<file path="src/rtl/ex_me_skid_if.sv">
// EX->ME pipeline link: valid/ready handshake plus the execute-stage result fields.
// The master drives valid and the payload; the slave drives ready.
interface ex_me_skid_if #(
  parameter int XLEN = 32,
  parameter int RA_W = 5
);
  logic            valid;
  logic            ready;
  logic [XLEN-1:0] ALU_result;
  logic [XLEN-1:0] write_data;
  logic [RA_W-1:0] rd;
  logic [1:0]      wb_ctrl;
  logic            we_reg;
  logic            we_mem;
  logic [2:0]      ls_type;
  logic [XLEN-1:0] PC;

  modport master (
    output valid, ALU_result, write_data, rd, wb_ctrl, we_reg, we_mem, ls_type, PC,
    input  ready
  );

  modport slave (
    input  valid, ALU_result, write_data, rd, wb_ctrl, we_reg, we_mem, ls_type, PC,
    output ready
  );
endinterface

</file>
<file path="src/rtl/ex_me_skid.sv">
// Two-entry EX->ME skid buffer: 1-cycle latency, registered ready_E (no comb path from ready_M).
// Backpressure: the skid entry absorbs one accept while OUT stalls; ready_E drops while it is full.
module ex_me_skid #(
  parameter int XLEN = 32,
  parameter int RA_W = 5
) (
  input  logic          clk,
  input  logic          rst_n,
  input  logic          flush,
  ex_me_skid_if.slave   e_if,
  ex_me_skid_if.master  m_if
);

  typedef struct packed {
    logic [XLEN-1:0] alu;
    logic [XLEN-1:0] wdata;
    logic [RA_W-1:0] rd;
    logic [1:0]      wb_ctrl;
    logic            we_reg;
    logic            we_mem;
    logic [2:0]      ls_type;
    logic [XLEN-1:0] pc;
  } entry_t;

  entry_t r_out;
  entry_t r_skid;
  entry_t w_in;
  logic   r_out_vld;
  logic   r_skid_vld;
  logic   r_ready_e;

  logic   w_acc;
  logic   w_cons;
  logic   w_out_free;
  logic   w_load_out_skid;
  logic   w_load_out_in;
  logic   w_load_skid;
  logic   w_out_vld_nxt;
  logic   w_skid_vld_nxt;

  assign w_in = '{alu:     e_if.ALU_result,
                  wdata:   e_if.write_data,
                  rd:      e_if.rd,
                  wb_ctrl: e_if.wb_ctrl,
                  we_reg:  e_if.we_reg,
                  we_mem:  e_if.we_mem,
                  ls_type: e_if.ls_type,
                  pc:      e_if.PC};

  assign w_acc      = e_if.valid & r_ready_e;
  assign w_cons     = r_out_vld & m_if.ready;
  assign w_out_free = w_cons | ~r_out_vld;

  // A held skid entry always has priority for OUT; accept cannot coincide since ready_E is low then.
  assign w_load_out_skid = w_out_free & r_skid_vld;
  assign w_load_out_in   = w_out_free & ~r_skid_vld & w_acc;
  assign w_load_skid     = ~w_out_free & w_acc;
  assign w_out_vld_nxt   = w_out_free ? (r_skid_vld | w_acc) : 1'b1;
  assign w_skid_vld_nxt  = w_load_skid | (r_skid_vld & ~w_out_free);

  always_ff @(posedge clk) begin
    if (!rst_n) begin
      r_out      <= '0;
      r_skid     <= '0;
      r_out_vld  <= 1'b0;
      r_skid_vld <= 1'b0;
      r_ready_e  <= 1'b1;
    end else if (flush) begin
      r_out_vld      <= 1'b0;
      r_skid_vld     <= 1'b0;
      r_ready_e      <= 1'b1;
      r_out.we_reg   <= 1'b0;
      r_out.we_mem   <= 1'b0;
      r_skid.we_reg  <= 1'b0;
      r_skid.we_mem  <= 1'b0;
    end else begin
      r_out_vld  <= w_out_vld_nxt;
      r_skid_vld <= w_skid_vld_nxt;
      r_ready_e  <= ~w_skid_vld_nxt;
      if (w_load_out_skid) begin
        r_out <= r_skid;
      end else if (w_load_out_in) begin
        r_out <= w_in;
      end
      if (w_load_skid) begin
        r_skid <= w_in;
      end
    end
  end

  assign e_if.ready      = r_ready_e;
  assign m_if.valid      = r_out_vld;
  assign m_if.ALU_result = r_out.alu;
  assign m_if.write_data = r_out.wdata;
  assign m_if.rd         = r_out.rd;
  assign m_if.wb_ctrl    = r_out.wb_ctrl;
  assign m_if.ls_type    = r_out.ls_type;
  assign m_if.PC         = r_out.pc;
  // Enables are qualified so a stale or flushed entry can never write.
  assign m_if.we_reg     = r_out.we_reg & r_out_vld;
  assign m_if.we_mem     = r_out.we_mem & r_out_vld;

endmodule
</file>
<file path="src/flat_wrapper.sv">
// flat-port wrapper written by rule: the top's interface ports become plain ports
module ex_me_skid_flat 
#(
  parameter int XLEN = 32,
  parameter int RA_W = 5
)
  (clk, rst_n, flush, e_if_valid, e_if_ALU_result, e_if_write_data, e_if_rd, e_if_wb_ctrl, e_if_we_reg, e_if_we_mem, e_if_ls_type, e_if_PC, e_if_ready, m_if_valid, m_if_ALU_result, m_if_write_data, m_if_rd, m_if_wb_ctrl, m_if_we_reg, m_if_we_mem, m_if_ls_type, m_if_PC, m_if_ready);
  ex_me_skid_if #(.XLEN(XLEN), .RA_W(RA_W)) e_if_i ();
  ex_me_skid_if #(.XLEN(XLEN), .RA_W(RA_W)) m_if_i ();
  input  logic clk;
  input  logic rst_n;
  input  logic flush;
  input wire logic [$bits(e_if_i.valid)-1:0] e_if_valid;
  input wire logic [$bits(e_if_i.ALU_result)-1:0] e_if_ALU_result;
  input wire logic [$bits(e_if_i.write_data)-1:0] e_if_write_data;
  input wire logic [$bits(e_if_i.rd)-1:0] e_if_rd;
  input wire logic [$bits(e_if_i.wb_ctrl)-1:0] e_if_wb_ctrl;
  input wire logic [$bits(e_if_i.we_reg)-1:0] e_if_we_reg;
  input wire logic [$bits(e_if_i.we_mem)-1:0] e_if_we_mem;
  input wire logic [$bits(e_if_i.ls_type)-1:0] e_if_ls_type;
  input wire logic [$bits(e_if_i.PC)-1:0] e_if_PC;
  output wire logic [$bits(e_if_i.ready)-1:0] e_if_ready;
  output wire logic [$bits(m_if_i.valid)-1:0] m_if_valid;
  output wire logic [$bits(m_if_i.ALU_result)-1:0] m_if_ALU_result;
  output wire logic [$bits(m_if_i.write_data)-1:0] m_if_write_data;
  output wire logic [$bits(m_if_i.rd)-1:0] m_if_rd;
  output wire logic [$bits(m_if_i.wb_ctrl)-1:0] m_if_wb_ctrl;
  output wire logic [$bits(m_if_i.we_reg)-1:0] m_if_we_reg;
  output wire logic [$bits(m_if_i.we_mem)-1:0] m_if_we_mem;
  output wire logic [$bits(m_if_i.ls_type)-1:0] m_if_ls_type;
  output wire logic [$bits(m_if_i.PC)-1:0] m_if_PC;
  input wire logic [$bits(m_if_i.ready)-1:0] m_if_ready;
  assign e_if_i.valid = e_if_valid;
  assign e_if_i.ALU_result = e_if_ALU_result;
  assign e_if_i.write_data = e_if_write_data;
  assign e_if_i.rd = e_if_rd;
  assign e_if_i.wb_ctrl = e_if_wb_ctrl;
  assign e_if_i.we_reg = e_if_we_reg;
  assign e_if_i.we_mem = e_if_we_mem;
  assign e_if_i.ls_type = e_if_ls_type;
  assign e_if_i.PC = e_if_PC;
  assign e_if_ready = e_if_i.ready;
  assign m_if_valid = m_if_i.valid;
  assign m_if_ALU_result = m_if_i.ALU_result;
  assign m_if_write_data = m_if_i.write_data;
  assign m_if_rd = m_if_i.rd;
  assign m_if_wb_ctrl = m_if_i.wb_ctrl;
  assign m_if_we_reg = m_if_i.we_reg;
  assign m_if_we_mem = m_if_i.we_mem;
  assign m_if_ls_type = m_if_i.ls_type;
  assign m_if_PC = m_if_i.PC;
  assign m_if_i.ready = m_if_ready;
  ex_me_skid #(.XLEN(XLEN), .RA_W(RA_W)) u_core (.clk(clk), .rst_n(rst_n), .flush(flush), .e_if(e_if_i), .m_if(m_if_i));
endmodule
</file>
<file path="config.mk">
export PLATFORM = sky130hd
export DESIGN_NAME = ex_me_skid_flat
export DESIGN_NICKNAME = d
export VERILOG_FILES = /design/src/rtl/ex_me_skid_if.sv /design/src/rtl/ex_me_skid.sv /design/src/flat_wrapper.sv
export SDC_FILE = /design/constraint.sdc
export NUM_CORES = 1
export LEC_CHECK = 0
export BUFFER_PORTS_ARGS = -buffer_cell sky130_fd_sc_hd__buf_4
export CAP_MARGIN = 20
export CELL_PAD_IN_SITES_DETAIL_PLACEMENT = 2
export CELL_PAD_IN_SITES_GLOBAL_PLACEMENT = 2
export CORE_AREA = 2 2 150 225
export CTS_CLUSTER_DIAMETER = 150
export DETAILED_ROUTE_END_ITERATION = 10
export DIE_AREA = 0 0 152 227
export PLACE_DENSITY = 0.86
export REMOVE_ABC_BUFFERS = 1
export SLEW_MARGIN = 20
export SYNTH_ARGS = -nofsm -noshare
export SYNTH_HDL_FRONTEND = slang
export SYNTH_SLANG_ARGS = --single-unit
</file>
<file path="constraint.sdc">
create_clock -name clk -period 1.7 [get_ports clk]
set_input_delay 0.34 -clock clk [delete_from_list [all_inputs] [get_ports clk]]
set_output_delay 0.34 -clock clk [all_outputs]
set_load 0.01 [all_outputs]
</file>
# ---- After elaboration in Yosys (flattened, before gate mapping)
# Cells that the tools add are included.
dict set report classes {
  mux 3
  reduce_logical 4
  bitwise_logic 18
}
# op count
set op_table {}
lappend op_table {{2-to-1 mux 108 bit} 2}
lappend op_table {{bitwise AND 1 bit} 9}
lappend op_table {{inverter 1 bit} 6}
lappend op_table {{AND reduction 2 bit} 2}
lappend op_table {{OR 1 bit} 3}
lappend op_table {{nonzero test 2 bit} 1}
lappend op_table {{OR reduction 2 bit} 1}
lappend op_table {{2-to-1 mux 1 bit} 1}
dict set report word_totals {
  output_inout_bits 110
  inputBits 113
  elab_cells 44
  reg_bits 219
}

# ---- Logic depth before layout (Yosys ltp)
# Gate-level depths: netlist (run 1).
dict set report depth {
  ltp_word 6
  mapped_depth 7
  ltp_nobuf 3
}

# ---- Worst setup path after synthesis (run 1)
# No wires, ideal clock.
dict set report synth_path {
  kind {register to register}
  startpoint {register u_core.r_out_vld (netlist: u_core.m_if.valid)}
  endpoint {register u_core.r_skid[0] in the netlist's numbering}
  stages_incl_launch_ff 6
  path_buffers 2
  setup_ns 0.072
  required_ns 1.628
  path_slack_ns 0.167
  t_arrival_ns 1.462
  synth_period_minus_slack_ns 1.533
  path_cell_list {dfxtp_1 nand4b_1 nor2_1 buf_4 buf_4 mux2i_1}
}
dict set report synth_via {
  elab_chain_cells 5
  word_cells_on_any_way 6
  cone_classes {5 x bitwise; 1 x reduce/logical}
}
# item line_no
set synth_lines {}
lappend synth_lines {{start: declaration} ex_me_skid.sv:28} ;# logic r_out_vld;
lappend synth_lines {{start signal: assignment} ex_me_skid.sv:77} ;# r_out_vld <= w_out_vld_nxt;
lappend synth_lines {{bitwise AND 1 bit / inverter 1 bit (equally long branches)} {ex_me_skid.sv:51, ex_me_skid.sv:52}}
lappend synth_lines {{OR 1 bit *} ex_me_skid.sv:52} ;# assign w_out_free = w_cons | ~r_out_vld;
lappend synth_lines {{inverter 1 bit *} ex_me_skid.sv:57} ;# assign w_load_skid = ~w_out_free & w_acc;
lappend synth_lines {{bitwise AND 1 bit *} ex_me_skid.sv:57}
lappend synth_lines {{AND reduction 2 bit (no source line) *} n/a}
lappend synth_lines {{end signal: assignment} ex_me_skid.sv:86} ;# r_skid <= w_in;
lappend synth_lines {{end: declaration} ex_me_skid.sv:26} ;# entry_t r_skid;
# Mark *: on every way between the ends. The rest lies on a longest branch, timed or not.
# A chain may end at the register's enable or synchronous reset.

# ---- Worst setup path after layout (run 1)
dict set report layout_path {
  startpoint {register u_core.r_out_vld (netlist: u_core.m_if.valid)}
  endpoint {register u_core.r_out, in the netlist u_core.m_if.ALU_result[31]}
}
dict set report layout_via {
  elab_chain_cells 6
  word_cells_on_any_way 9
  cone_classes {1 x mux; 6 x bitwise; 2 x reduce/logical}
}
# item line_no
set layout_lines {}
lappend layout_lines {{bitwise AND 1 bit / inverter 1 bit (equally long branches)} {ex_me_skid.sv:51, ex_me_skid.sv:52}}
lappend layout_lines {{OR 1 bit *} ex_me_skid.sv:52}
lappend layout_lines {{bitwise AND 1 bit (2 in series)} ex_me_skid.sv:56} ;# assign w_load_out_in = w_out_free & ~r_skid_vld & w_acc;
lappend layout_lines {{nonzero test 2 bit (no source line)} n/a}
lappend layout_lines {{AND reduction 2 bit (no source line)} n/a}
lappend layout_lines {{end signal: assignment} ex_me_skid.sv:81} ;# r_out <= r_skid;
lappend layout_lines {{end signal: assignment} ex_me_skid.sv:83} ;# r_out <= w_in;
lappend layout_lines {{end: declaration} ex_me_skid.sv:25} ;# entry_t r_out;
# Marked as above.

==> results_dict.tcl, run 1 <==
set metrics [dict create \
    overflow 0 \
    dieArea_um2 34500 \
    area_growth_pct 21.5 \
    syn_avg_cell_area_um2 9.06 \
    skew_ns 0.0140 \
    final_core_util 0.397 \
    slew-limit-headroom 0.750 \
    instances_no_fill 1694 \
    postSynthRegisterBits 219 \
    hold_path_depth 3 \
    grt_usage 0.175 \
    grt_pass1_wl_um 48700 \
    rsz0062_at_grt "no" \
    r2r_cells 5 \
    max_stage_delay_ns 0.41 \
    cp.buffers_inverters 2 \
    final_common_cell "nand2_1" \
    cp_max_fo 22 \
    p_leak_nw 5.67 \
    finalSetupTns_ns 0 \
    final_area_um2 12900 \
    end_kind "flip-flop" \
    whs_ns 0.0582 \
    cts_buffers 24 \
    clockBufferDepth 3 \
    critical-path-slowest-cell "or3_4" \
    hp-class "in -> reg" \
    vias_per_cell 4.76 \
    postSynthCellCount 1173 \
    path_depth 5 \
    synth_top_family_by_area "multiplexers" \
    postRouteAntennaNets 0 \
    yosys.area_share.simple 0.157 \
    cts-hold-fix-buffers 0 \
    clk_pin_slew_ns 0.06 \
    drv_cap 0 \
    synth_mux_area_frac 0.316 \
    required_ns 2.15 \
    critical_path.cell_chain "nor2b_2 -> or3_4 -> buf_12 -> buf_12 -> mux2i_1" \
    worst_pin_slew_ns 0.375 \
    route.detailed.drc 0 \
    grt_pass1_vias 9174 \
    htree_levels 1 \
    critical_path_class "reg -> reg" \
    grt_max_degree 81 \
    wl_um 31200 \
    cp_top_family "simple AND/OR/NAND/NOR gates" \
    initial_utilization 0.327 \
    grt_antenna_before_repair 1 \
    cp.arrival_ns 2.03 \
    post-dp-hpwl_um 21100 \
    power_mw 12.2 \
    ios 223 \
    cp-start-kind "flip-flop" \
    die_width_um 152 \
    clock.fmax_mhz 630 \
    finalCritPeriodShare 0.933 \
    first_iter_violations 160 \
    hold_violations 0 \
    vias 8066 \
    reg2reg_slack_ns 0.11 \
    layout_common_cells "nand2_1 (424), buf_4 (233), mux2i_1 (216), dfxtp_1 (216), mux2_2 (106)" \
    pre_cts_ws_ns 0.0215 \
    report.final.slew_viol_count 0 \
    outcome "complete, no violations" \
    ys_types 19 \
    clock-sinks 219 \
    die_h_um 227 \
    ir_drop_mv 0.707 \
    cp_common_cell "buf_12" \
    cts_root_buffer "clkbuf_16" \
    routedWlPerCell_um 18.4 \
    powerDensity_nw_per_um2 945 \
    post-place-cells 1651 \
    yosysSeqAreaShare 0.412 \
    finalSetupViolations 0 \
    coreArea_um2 32500 \
    synth-adder-area-share 0 \
    num_rows 81 \
    cts_tree "yes" \
    port_buffers 222 \
    setup_slack_ns 0.113 \
    firstDrtPassIters 4 \
    drive_gt1_frac 0.314 \
    place_area_um2 12100 \
    timing.final.crit_period_ns 1.59 \
    synth-xor-area-share 0 \
    place_congestion 0.735 \
    final_nets 1376 \
    antenna_cells 0 \
    synth_compound_area_frac 0.00318 \
    yosys_warnings 0 \
    insertion_delay_ns 0.53 \
    netlist_area_um2 10600 \
]
## Yosys cell counts (all sizes together)
master,number,area share
mux2,106,0.11
and2,2,0.0012
clkbuf,49,0.017
nand2b,2,0.0012
nand4b,1,0.00082
o21ai,2,0.00094
nand2,424,0.15
inv,1,0.00035
nor2,3,0.0011
buf,139,0.094
a21oi,4,0.0022
dfxtp,219,0.41
or3,4,0.0024
nor2b,1,0.00059
mux2i,216,0.20
## flip-flops by register name, indices dropped and copies added, names as in the netlist
signal and flops:
u_core.m_if.PC 32, u_core.m_if.ALU_result 32, u_core.m_if.write_data 32, u_core.r_out 2, u_core.m_if.ls_type 3, u_core.m_if.valid 1
u_core.m_if.rd 5, u_core.r_skid_vld 1, u_core.e_if.ready 1, u_core.m_if.wb_ctrl 2, u_core.r_skid 108
## final cells by class
class	instances	area, um2
Clock buffer	36	728
Clock inverter	6	83.8
Fill cell	3586	19600
Inverter	1	3.75
Multi-Input combinational cell	765	5070
Sequential cell	219	4390
Tap cell	415	519
Timing Repair Buffer	252	2120
## report_power, final
part	internal [mW]	total, mW	switching, mW
Sequential	5.29	5.39	0.103
Clock	3.26	5.47	2.22
Combinational	0.684	1.35	0.669
## layer usage
| metal | track usage | wire (um) |
|---|---|---|
| met4 | 0.0651 | 1080 |
| met1 | 0.175 | 11400 |
| met3 | 0.0265 | 1130 |
| met2 | 0.360 | 17500 |
| met5 | 0 | 13 |
## worst register-to-register path: cells and delay by family (launching register included)
family,cells,cell delay [ns]
AND/OR/NAND/NOR,2,0.59
buffers and inverters,2,0.37
multiplexers,1,0.21
flip-flops,1,0.34
## worst paths after layout
path / startpoint / to
worst max-delay path: u_core.m_if.valid / u_core.m_if.ALU_result[31]
worst min register to register: u_core.r_skid[54] / u_core.r_skid[54]
worst min-delay path: e_if_we_mem / u_core.r_skid[35]
worst max register to register: u_core.m_if.valid / u_core.m_if.ALU_result[31]
## cells by family after synthesis
family	after synthesis
simple gates	437
mux	322
flops	219
buf+inv	189
compound gates	6
## what timing repair did
action / 4_1_cts / 5_1_grt
endpoints found under the hold margin: 0 / 0
pin swaps: 0 / 2
gates resized for setup: 1 / 2
endpoints found under the setup margin: 1 / 22
setup buffers: 0 / 1
Power figures use the tool's default switching activity.
==> run 2, diff against run 1 <==
- ABC_AREA: not set -> 1
- CORE_AREA: 2 2 150 225 -> 2 2 161 241
- DIE_AREA: 0 0 152 227 -> 0 0 163 243
- PLACE_DENSITY: 0.86 -> 0.85
- SKIP_CTS_REPAIR_TIMING: not set -> 1
==> results_dict.tcl, run 2 <==
set metrics [dict create \
    end_kind "output pin" \
    whs_ns 0.0624 \
    cts_root_buffer "clkbuf_16" \
    yosysTopAreaCellShare 0.408 \
    layout_common_cells "nand2_1 (541), buf_4 (245), dfxtp_1 (218)" \
    cts_buffers 25 \
    port_buffers 222 \
    postSynthRegisterBits 219 \
    final_common_cell "nand2_1" \
    top_register "u_core.r_skid" \
    grt_usage 0.198 \
    multi_input_area_um2 4540 \
    instances_no_fill 2219 \
    yosys_warnings 0 \
    vias_per_cell 4.80 \
    num_rows 87 \
    synth_top_area_cell "dfxtp_1" \
    powerDensity_nw_per_um2 975 \
    ys.flop_type "dfxtp_1" \
    critical-path-slowest-cell "dfxtp_1" \
    final_core_util 0.344 \
    yosysSeqAreaShare 0.408 \
    ys_top_cells_by_count "nand2_1 (542), dfxtp_1 (219), nor2_1 (215)" \
    rsz0062_at_grt "no" \
    report.final.slew_viol_count 0 \
    routedWlPerCell_um 17.8 \
    cp.arrival_ns 1.25 \
    critical_path.cell_chain "nand2_1 -> inv_1 -> buf_4" \
    ios 223 \
    clk_pin_slew_ns 0.06 \
    firstDrtPassIters 4 \
    largest_reg_flops 108 \
    overflow 0 \
    final_area_um2 12900 \
    vias 10644 \
    final_nets 1826 \
    wl_um 39500 \
    skew_ns 0.0112 \
    timing.final.crit_period_ns 1.59 \
    required_ns 1.36 \
    coreArea_um2 37600 \
    clock.fmax_mhz 629 \
    cp-start-kind "flip-flop" \
    route.detailed.drc 0 \
    grt_max_degree 63 \
    critical_path_class "reg -> out" \
    power_mw 12.6 \
    first_iter_violations 319 \
    dieArea_um2 39600 \
    cp_max_fo 4 \
    die_width_um 163 \
    outcome "complete, no violations" \
    synth_area_leaders "dfxtp_1 (41%), nand2_1 (19%), nand3_1 (9.9%)" \
    hp-class "in -> reg" \
    grt_antenna_before_repair 1 \
    max_stage_delay_ns 0.42 \
    post-dp-hpwl_um 26200 \
    post-synth-top-count-cell "nand2_1" \
    insertion_delay_ns 0.54 \
    post-place-cells 2175 \
    cp.buffers_inverters 2 \
    worst_pin_slew_ns 0.638 \
    area_growth_pct 20.4 \
    drive_gt1_frac 0.179 \
    ir_drop_mv 0.562 \
    slew-limit-headroom 0.575 \
    cts_tree "yes" \
    synth-async-reset-ratio 0 \
    cp_top_family "flip-flops" \
    place_area_um2 12100 \
    pre_cts_ws_ns 0.0376 \
    initial_utilization 0.286 \
    postRouteAntennaNets 0 \
    clockBufferDepth 3 \
    setup_slack_ns 0.111 \
    drv_cap 0 \
    nFillCells 4511 \
    synth_edf_count 0 \
    netlist_area_um2 10700 \
    grt_pass1_wl_um 63000 \
    syn_avg_cell_area_um2 6.51 \
    finalSetupViolations 0 \
    hold_violations 0 \
    finalSetupTns_ns 0 \
    clock-sinks 219 \
    place_congestion 0.736 \
    htree_levels 1 \
    finalCritPeriodShare 0.934 \
    ys_types 17 \
    postSynthCellCount 1648 \
    grt_pass1_vias 11891 \
    register_area_um2 4390 \
    die_h_um 243 \
    p_leak_nw 6.11 \
]
[run 2: cell families after synthesis]
group                  count (synthesis)  share of synthesized area
and+or+nand+nor                      975                      0.367
AOI/OAI and AO/OA                    114                     0.0533
DFF                                  219                      0.408
buffers and inverters                340                      0.171
[run 2: power breakdown]
part / switching [mW] / internal (mW) / total, mW
clock network: 2.32 / 3.18 / 5.50
logic: 0.936 / 0.694 / 1.63
registers: 0.137 / 5.34 / 5.47
[run 2: worst register-to-register path: stages, from the launching register on]
cell	delay (ns)
dfxtp_4	0.45
buf_4	0.54
nand3_1	0.28
nand2_1	0.12
nor2_1	0.04
nor2_1	0.09
[run 2: cell type report]
type	instances	share of cell area
Clock buffer	36	0.0578
Clock inverter	7	0.00503
Sequential cell	219	0.339
Timing Repair Buffer	259	0.164
Multi-Input combinational cell	1089	0.351
Antenna cell	1	0.000194
Inverter	119	0.0349
Tap cell	489	0.0473
[run 2: path summary, 6_finish.rpt]
check | startpoint | end | slack, ns | cells after the start
worst max register to register | u_core.r_skid_vld | u_core.m_if.PC[6] | 0.11 | 5
worst min register to register | u_core.r_skid[24] | u_core.r_skid[24] | 0.46 | 2
worst max-delay path | u_core.m_if.valid | m_if_we_reg | 0.11 | 3
worst min-delay path | e_if_we_mem | u_core.r_skid[35] | 0.06 | 3
[run 2: per-layer routing]
metal / up-vias / global-route usage / share of wire
li1: 5098 / - / -
met1: 5282 / 0.202 / 0.37
met2: 195 / 0.395 / 0.56
met3: 69 / 0.0255 / 0.035
met4: 0 / 0.0849 / 0.042
met5: - / 0 / 0
